<file path="src/rtl/picomips_pkg.sv">
// Shared types for the picoMips accumulator core: opcode and control-state encodings.
package picomips_pkg;

  localparam int unsigned OP_W = 4;

  typedef enum logic [OP_W-1:0] {
    OP_NOP   = 4'd0,
    OP_LDI   = 4'd1,
    OP_LDS   = 4'd2,
    OP_LDR   = 4'd3,
    OP_STR   = 4'd4,
    OP_ADDI  = 4'd5,
    OP_ADDR  = 4'd6,
    OP_MULI  = 4'd7,
    OP_MULR  = 4'd8,
    OP_JMP   = 4'd9,
    OP_BZ    = 4'd10,
    OP_BNZ   = 4'd11,
    OP_WAITH = 4'd12,
    OP_WAITL = 4'd13,
    OP_HALT  = 4'd14,
    OP_RSVD  = 4'd15
  } opcode_e;

  typedef enum logic [1:0] {
    FETCH = 2'd0,
    EXEC  = 2'd1,
    HALT  = 2'd2
  } state_e;

endpackage

</file>
<file path="src/rtl/picomips_alu.sv">
// Combinational next-accumulator logic: loads, signed add and Q1.(W-1) fractional multiply,
// with optional clamping to the signed range.
module picomips_alu
  import picomips_pkg::*;
#(
  parameter int unsigned DATA_W   = 8,
  parameter bit          SATURATE = 1'b1
) (
  input  logic [OP_W-1:0]   op,
  input  logic [DATA_W-1:0] acc,
  input  logic [DATA_W-1:0] imm,
  input  logic [DATA_W-1:0] reg_val,
  input  logic [DATA_W-1:0] switches,
  output logic [DATA_W-1:0] acc_next
);

  localparam logic [DATA_W-1:0] MAX_POS = {1'b0, {(DATA_W-1){1'b1}}};
  localparam logic [DATA_W-1:0] MAX_NEG = {1'b1, {(DATA_W-1){1'b0}}};

  opcode_e                 opc;
  logic [DATA_W-1:0]       operand;
  logic [DATA_W:0]         sum;
  logic [2*DATA_W-1:0]     prod;
  logic [DATA_W-1:0]       add_res;
  logic [DATA_W-1:0]       mul_res;

  always_comb begin
    opc     = opcode_e'(op);
    operand = (opc == OP_ADDR || opc == OP_MULR) ? reg_val : imm;

    sum = {acc[DATA_W-1], acc} + {operand[DATA_W-1], operand};
    if (SATURATE && (sum[DATA_W] != sum[DATA_W-1])) begin
      add_res = sum[DATA_W] ? MAX_NEG : MAX_POS;
    end else begin
      add_res = sum[DATA_W-1:0];
    end

    // Sign-extended unsigned multiply yields the exact two's complement product in 2W bits.
    prod = {{DATA_W{acc[DATA_W-1]}}, acc} * {{DATA_W{operand[DATA_W-1]}}, operand};
    if (SATURATE && (prod[2*DATA_W-1:2*DATA_W-2] == 2'b01)) begin
      mul_res = MAX_POS;
    end else begin
      mul_res = prod[2*DATA_W-2:DATA_W-1];
    end

    case (opc)
      OP_LDI:            acc_next = imm;
      OP_LDS:            acc_next = switches;
      OP_LDR:            acc_next = reg_val;
      OP_ADDI, OP_ADDR:  acc_next = add_res;
      OP_MULI, OP_MULR:  acc_next = mul_res;
      default:           acc_next = acc;
    endcase
  end

endmodule

</file>
<file path="src/rtl/picomips_core.sv">
// Two-cycle (FETCH/EXEC) accumulator core with register file, branches, handshake waits and HALT.
module picomips_core
  import picomips_pkg::*;
#(
  parameter int unsigned DATA_W   = 8,
  parameter int unsigned NUM_REGS = 4,
  parameter int unsigned PC_W     = 5,
  parameter bit          SATURATE = 1'b1,
  localparam int unsigned REG_AW  = $clog2(NUM_REGS),
  localparam int unsigned INSTR_W = OP_W + REG_AW + DATA_W
) (
  input  logic               Clock,
  input  logic               nReset,
  input  logic [DATA_W-1:0]  Switches,
  input  logic               Handshake,
  output logic [PC_W-1:0]    InstrAddr,
  input  logic [INSTR_W-1:0] Instr,
  output logic [DATA_W-1:0]  Acc,
  output logic               Stalled,
  output logic               Halted
);

  state_e              state_q, state_d;
  logic [PC_W-1:0]     pc_q, pc_d;
  logic [DATA_W-1:0]   acc_q, acc_d;
  logic                halted_q, halted_d;
  logic [DATA_W-1:0]   regs_q [NUM_REGS];
  logic [DATA_W-1:0]   regs_d [NUM_REGS];

  opcode_e             op;
  logic [REG_AW-1:0]   rsel;
  logic [DATA_W-1:0]   imm;
  logic [DATA_W-1:0]   reg_val;
  logic [DATA_W-1:0]   alu_acc;
  logic                wait_block;
  logic                take_jump;

  assign op      = opcode_e'(Instr[INSTR_W-1 -: OP_W]);
  assign rsel    = Instr[DATA_W +: REG_AW];
  assign imm     = Instr[DATA_W-1:0];
  assign reg_val = regs_q[rsel];

  picomips_alu #(
    .DATA_W   (DATA_W),
    .SATURATE (SATURATE)
  ) u_alu (
    .op       (Instr[INSTR_W-1 -: OP_W]),
    .acc      (acc_q),
    .imm      (imm),
    .reg_val  (reg_val),
    .switches (Switches),
    .acc_next (alu_acc)
  );

  always_comb begin
    wait_block = ((op == OP_WAITH) && !Handshake) || ((op == OP_WAITL) && Handshake);
    take_jump  = (op == OP_JMP) ||
                 ((op == OP_BZ)  && (acc_q == '0)) ||
                 ((op == OP_BNZ) && (acc_q != '0));
  end

  always_comb begin
    state_d  = state_q;
    pc_d     = pc_q;
    acc_d    = acc_q;
    halted_d = halted_q;
    for (int unsigned i = 0; i < NUM_REGS; i++) regs_d[i] = regs_q[i];

    case (state_q)
      FETCH: state_d = EXEC;
      EXEC: begin
        if (op == OP_HALT) begin
          // PC stays on the HALT word so InstrAddr freezes there.
          state_d  = HALT;
          halted_d = 1'b1;
        end else if (!wait_block) begin
          state_d = FETCH;
          acc_d   = alu_acc;
          pc_d    = take_jump ? imm[PC_W-1:0] : pc_q + PC_W'(1);
          if (op == OP_STR) regs_d[rsel] = acc_q;
        end
      end
      HALT:    state_d = HALT;
      default: state_d = FETCH;
    endcase
  end

  always_ff @(posedge Clock) begin
    if (!nReset) begin
      state_q  <= FETCH;
      pc_q     <= '0;
      acc_q    <= '0;
      halted_q <= 1'b0;
      for (int unsigned i = 0; i < NUM_REGS; i++) regs_q[i] <= '0;
    end else begin
      state_q  <= state_d;
      pc_q     <= pc_d;
      acc_q    <= acc_d;
      halted_q <= halted_d;
      for (int unsigned i = 0; i < NUM_REGS; i++) regs_q[i] <= regs_d[i];
    end
  end

  assign InstrAddr = pc_q;
  assign Acc       = acc_q;
  assign Halted    = halted_q;
  assign Stalled   = (state_q == EXEC) && wait_block;

endmodule

</file>
<file path="config.mk">
export PLATFORM = sky130hd
export DESIGN_NAME = picomips_core
export DESIGN_NICKNAME = d
export VERILOG_FILES = /design/src/rtl/picomips_pkg.sv /design/src/rtl/picomips_alu.sv /design/src/rtl/picomips_core.sv
export SDC_FILE = /design/constraint.sdc
export NUM_CORES = 1
export LEC_CHECK = 0
export CAP_MARGIN = 20
export CORE_MARGIN = 3
export CORE_UTILIZATION = 65
export CTS_BUF_LIST = sky130_fd_sc_hd__clkbuf_16
export DETAILED_ROUTE_END_ITERATION = 8
export PLACE_DENSITY = 0.83
export SYNTH_ARGS = -nofsm -noshare
export SYNTH_HDL_FRONTEND = slang
export SYNTH_HIERARCHICAL = 1
export SYNTH_SLANG_ARGS = --single-unit
</file>
<file path="constraint.sdc">
create_clock -name Clock -period 17.9 [get_ports Clock]
set_input_delay 3.58 -clock Clock [delete_from_list [all_inputs] [get_ports Clock]]
set_output_delay 3.58 -clock Clock [all_outputs]
set_load 0.01 [all_outputs]
</file>
# Word-level counts from Yosys, hierarchy flattened

Memories as Yosys holds them, arrays and structs flattened.
Cells that the tools add are included.

Word-level logic and storage cells: 78
Memories: 1
Input port bits: 25
Flip-flop bits (word level): 16
Output and inout bits: 15
RAM bits: 32
Latch bits: 0
ROM bits: 0

Multiply operators: 1
Shift operators: 0
Multiplexer cells: 22
Order comparisons: 2
Bitwise gates (word level): 7
Div/mod/pow operators: 0
Eq/ne operators: 19
Add/subtract/negate cells: 2
Reduce and logical (&&, ||, !) cells: 20

Memories:

| memory | depth | bits a word | rd ports | clocked after Yosys merged registers in | wr ports | RTL line            | source |
|---|---|---|---|---|---|---|---|
| regs_q | 4     | 8           | 5        | 0                                       | 4        | picomips_core.sv:27 | `logic [DATA_W-1:0] regs_q [NUM_REGS];` |

Operators with widths:

| operator                                      | number |
|---|---|
| 2-to-1 mux 32 bit                             | 4 |
| 2-to-1 mux 8 bit                              | 9 |
| one-hot mux 8 bit (5 select lines)            | 1 |
| bitwise mux 32 bit                            | 1 |
| == test 4 bit, second input constant          | 7 |
| demux 8 bit (select 2 bit)                    | 1 |
| == test 4 x 3 -> 1 bit, second input constant | 4 |
| multiplier 8 x 8 -> 16 bit                    | 1 |
| adder 8 x 8 -> 9 bit                          | 1 |
| == test 4 x 2 -> 1 bit, second input constant | 2 |
| zero test 8 bit                               | 1 |
| nonzero test 8 bit                            | 1 |
| logical AND 1 bit                             | 6 |
| one-hot mux 2 bit (3 select lines)            | 1 |
| adder 5 x 1 -> 5 bit, second input constant   | 1 |
| 2-to-1 mux 5 bit                              | 1 |
| nonzero test 5 bit                            | 1 |
| == test 2 x 1 -> 1 bit, second input constant | 2 |
| == test 4 x 1 -> 1 bit, second input constant | 1 |
| logical OR 1 bit                              | 4 |
| 2-to-1 mux 2 bit                              | 2 |
| bitwise OR 1 bit                              | 4 |
| AND reduction 4 bit                           | 1 |
| OR reduction 2 bit                            | 2 |
| other kinds (12)                              | 14 |

# Longest topological paths before layout

Depth in word-level cells: 11
Depth in mapped cells: 23
Depth with buffers taken out: 23

# Hierarchy

Netlist, hierarchy kept.

By module, submodules not included:

| module        | instances | cells an instance | area each (µm²) |
|---|---|---|---|
| picomips_alu  | 1         | 397               | 3,342.0 |
| picomips_core | 1         | 208               | 2,190.9 |

# Worst setup path after synthesis

OpenSTA, ideal clock, no wires.

Kind: input port to flip-flop
Start: in Instr[11]
End: reg acc_q[1] (netlist: Acc[1])
Cell stages on the path: 22
Path slack: 8.519 ns
Buffers on the path: 0
Data arrival time: 9.253 ns
Data required time: 17.772 ns
Cell sequence: or3b_1 a21oi_1 mux2i_1 nor2b_1 fa_1 inv_1 fa_1 inv_1 fa_1 inv_1 fa_1 inv_1 ha_1 a21o_1 a211o_1 o21ai_0 mux2i_1 o21ai_2 nand3_4 o32a_1 mux2i_1 nor2_1

Longest elaborated chain between the ends: 7
Elaborated cells on any way between the ends: 29

RTL lines:

| item                                                                      | RTL line                               | source |
|---|---|---|
| start, declared                                                           | picomips_core.sv:17                    | `input logic [INSTR_W-1:0] Instr,` |
| == test 4 x 3 -> 1 bit / == test 4 bit (equally long branches)            | picomips_alu.sv:29, picomips_alu.sv:46 |  |
| logical OR 1 bit                                                          | picomips_alu.sv:29                     | `operand = (opc == OP_ADDR \|\| opc == OP_MULR) ? reg_val : imm;` |
| 2-to-1 mux 8 bit                                                          | picomips_alu.sv:29                     |  |
| multiplier 8 x 8 -> 16 bit / adder 8 x 8 -> 9 bit (equally long branches) | picomips_alu.sv:39, picomips_alu.sv:31 |  |
| == test 2 x 1 -> 1 bit, or another cell as far along                      | picomips_alu.sv:40                     | `if (SATURATE && (prod[2*DATA_W-1:2*DATA_W-2] == 2'b01)) begin` |
| 2-to-1 mux 8 bit, on equally long branches                                | picomips_alu.sv:40, picomips_alu.sv:32 |  |
| one-hot mux 8 bit (5 select lines) *                                      | picomips_alu.sv:46                     | `case (opc)` |
| named net alu_acc[1]                                                      | picomips_core.sv:34                    | `logic [DATA_W-1:0] alu_acc;` |
| end signal, assigned                                                      | picomips_core.sv:92                    | `acc_q <= '0;` |
| end signal, assigned                                                      | picomips_core.sv:98                    | `acc_q <= acc_d;` |
| end, declared                                                             | picomips_core.sv:25                    | `logic [DATA_W-1:0] acc_q, acc_d;` |

The timed path passes the listed nets; every way through them passes the cells marked *.
A chain may end at the register's enable or synchronous reset.

# Final worst setup path

Start: in Instr[11]
End: reg acc_q[4] (netlist: Acc[4])

The elaborated chain is that of the path after synthesis.

==> reports/results.ini <==
[power]
p_per_area_mw_per_mm2 = 62.8
vdd_drop_max_uv = 48.2
p_comb_share_pct = 45.6
seq_power_share_pct = 30.8
internal-power_w = 0.000236
power_frac_clock_pct = 23.6
p_sw_share_pct = 39.0
power.switching_w = 0.000151
p_leak_nw = 2.77

[sta]
layout_setup_ws_ns = 6.86
max_freq_mhz = 90.6
slew_violations = 0
rsz0062_at_grt = no
fin_skew_ns = 0.00428
tns_ns = 0
hold_ws_ns = 0.474
hold_violations = 0
setup_violations = 0
min_period_over_period_pct = 61.6
worst_slew_pin_slew_ns = 0.976
max_slew_margin_pct = 34.7
min_period_ns = 11.04

[logic_synthesis]
syn_nets = 721
synth_warnings = 6
synth_edf_count = 0
syn_inst = 605
avgSynthCellArea_um2 = 9.15
synthArstFlopShare_pct = 0
seq_area_frac_synth_pct = 17.4
ys_ff_latch = 48
syn_area_mm2 = 0.00553
synth_cell_types = 71
synth_ff_type = dfxtp_1

[setup_path]
cp_max_fo = 20
required_ns = 18.05
start_kind = primary input
worstPathArrival_ns = 11.18
path_class = primary input to flop
endpoint_kind = flop

[drt]
wl_per_cell_um = 18.9
vias_per_cell = 6.24
drc_errors = 0
routed_wirelength_um = 14100
antenna_left = 0
first_pass_iters = 5
drt-initial-drc-count = 323
num_vias = 4651

[placed_design]
dp_worst_setup_slack_ns = 6.77
dp_hpwl_um = 10900
gp_congestion = 0.923
place_area_mm2 = 0.00601
port_buffers = 39

[die]
rows = 33
die_h_um = 98.3
core-area_mm2 = 0.00826
die_area_mm2 = 0.00966
boundaryPins = 40
fp.dieW_um = 98.3
initial_utilization_pct = 67.0

[clock_network]
cts_buffers = 5
cts_hold_buf = 0
cts_root_buf = clkbuf_16
htreeDepth = 2
clk-insertion-delay-late_ns = 0.29
cts_tree = yes
cts_sinks = 48
post_cts_buffers = 0
postCtsResizedCells = 0
cts.clk_slew.worst_paths_ns = 0.07
cts_buffer_depth = 2

[grt]
overflow = 0
grt_max_degree = 47
antenna_found_initial = 0
first_global_vias = 4753
grt_use_total_pct = 29.8
grt_pass1_wl_um = 23300

[final_layout]
final_util_pct = 74.5
areaGrowthSynthToFinish_pct = 11.2
design_area_mm2 = 0.00615
layout_common_cells = 90 x inv_1, 69 x nor2_1, 54 x fa_1
drive_above_1_share_pct = 7.34
final_common_cell = inv_1
antennaDiodeCount = 0
nets = 755

[flow_run]
timing.max_cap.violations = 0

[run_status]
status = finished clean

[hold_path]
worstHoldPathType = flop to flop

[path summary, 6_finish.rpt]
kind	startpoint	end	slack, ns	cells past startpoint
setup / recovery	Instr[11]	Acc[4]	6.86	23
hold / removal	state_q[1]	state_q[0]	0.47	1
setup reg to reg	regs_q[3][0]	Acc[4]	11.34	21
hold reg to reg	state_q[1]	state_q[0]	0.47	1
[synth_stat cells (2+ instances only)]
| master | count | area share, % |
|---|---|---|
| nor3b_1 | 2 | 0.27 |
| mux2_2 | 11 | 2.2 |
| and4b_1 | 2 | 0.36 |
| nand4_1 | 3 | 0.34 |
| inv_1 | 89 | 6.0 |
| xor2_1 | 5 | 0.79 |
| ha_1 | 37 | 8.4 |
| nand2_1 | 19 | 1.3 |
| o21ai_0 | 11 | 0.99 |
| a21o_1 | 4 | 0.54 |
| o22ai_1 | 8 | 0.90 |
| nand2b_1 | 8 | 0.90 |
| buf_1 | 2 | 0.14 |
| o21ai_1 | 2 | 0.18 |
| o21a_1 | 4 | 0.54 |
| and3_1 | 2 | 0.23 |
| nor3_1 | 6 | 0.54 |
| and2_1 | 10 | 1.1 |
| a211oi_1 | 7 | 0.95 |
| o31ai_1 | 2 | 0.27 |
| nor4b_2 | 3 | 0.81 |
| a31oi_1 | 8 | 0.90 |
| a22oi_1 | 8 | 1.1 |
| nor4_1 | 2 | 0.23 |
| xnor2_1 | 10 | 1.6 |
| clkbuf_1 | 8 | 0.54 |
| nand3_1 | 6 | 0.54 |
| dfxtp_1 | 48 | 17 |
| fa_1 | 54 | 20 |
| o211ai_1 | 6 | 0.81 |
| or3b_1 | 2 | 0.32 |
| o32a_1 | 7 | 1.3 |
| a2111oi_0 | 3 | 0.47 |
| a31o_2 | 2 | 0.32 |
| or2_2 | 2 | 0.23 |
| mux2i_1 | 47 | 8.5 |
| a211o_1 | 2 | 0.32 |
| mux4_2 | 8 | 3.3 |
| nor2_1 | 69 | 4.7 |
| nand3b_1 | 3 | 0.41 |
| nor2b_1 | 26 | 2.9 |
| nand4b_1 | 4 | 0.63 |
| buf_2 | 4 | 0.36 |
| a21oi_1 | 12 | 1.1 |
[critical path, stage by stage]
cell	delay (ns)
clkdlybuf4s50_1	0.85
or3b_1	0.61
a21oi_1	0.45
mux2i_1	0.69
nor2_1	0.19
fa_1	0.59
inv_1	0.06
fa_1	0.51
inv_1	0.05
fa_1	0.47
inv_1	0.06
fa_1	0.53
inv_1	0.04
ha_1	0.36
a21o_1	0.19
a211o_1	0.28
o21ai_0	0.52
mux2i_1	0.21
o21ai_2	0.19
nand3_4	0.13
o32a_1	0.39
mux2i_1	0.16
nor2_1	0.06
[flip-flops by register name, indices dropped and copies added (netlist names)]
name and flops:
Halted 1, Acc 8, InstrAddr 5, state_q 2
regs_q 32
[through the flow]
step	std cells	power, W
final	745	0.000387
after global routing	745	0.000413
after CTS	745	0.000386
after detailed placement	737	0.000295
after global placement	737	0.000290
after floorplan	605	0.000247
[area by class of cell]
cell class,instances,area (um^2)
clock buffers,5,125
clock inverters,3,15.0
fillers,632,2100
inverters,91,342
multi-input cells,450,4160
flip-flops and latches,48,961
well taps,105,131
repair buffers,43,420
[logic make-up (layout without fill, tap and decap cells)]
| kind of cell | after synthesis | after routing | synth area share [%] |
|---|---|---|---|
| AND/OR/NAND/NOR | 179 | 179 | 17.6 |
| buffers and inverters | 107 | 142 | 7.55 |
| AO/OA/AOI/OAI | 99 | 99 | 13.2 |
| adder cells (fa/ha/maj) | 91 | 91 | 27.9 |
| multiplexers | 66 | 66 | 14.0 |
| flip-flops | 48 | 48 | 17.4 |
| XOR/XNOR | 15 | 15 | 2.37 |
[per-layer routing]
metal / global-route usage, % / share of wire [%] / routed length [um] / vias to the layer above
li1: - / - / - / 2149
met1: 40.7 / 43 / 6120 / 2287
met2: 49.0 / 47 / 6660 / 186
met3: 4.79 / 6.9 / 966 / 29
met4: 8.93 / 2.4 / 344 / 0
met5: 0 / 0 / 0 / -
[power groups by stage]
stage	Sequential (W)	Combinational [W]	Clock [W]
5_1_grt	0.000120	0.000196	0.0000979
4_1_cts	0.000119	0.000176	0.0000920
3_5_place_dp	0.000121	0.000174	0
6_report	0.000119	0.000176	0.0000914
2_1_floorplan	0.000118	0.000129	0
3_3_place_gp	0.000121	0.000169	0
Note: power is estimated with default switching activity, not from simulation.
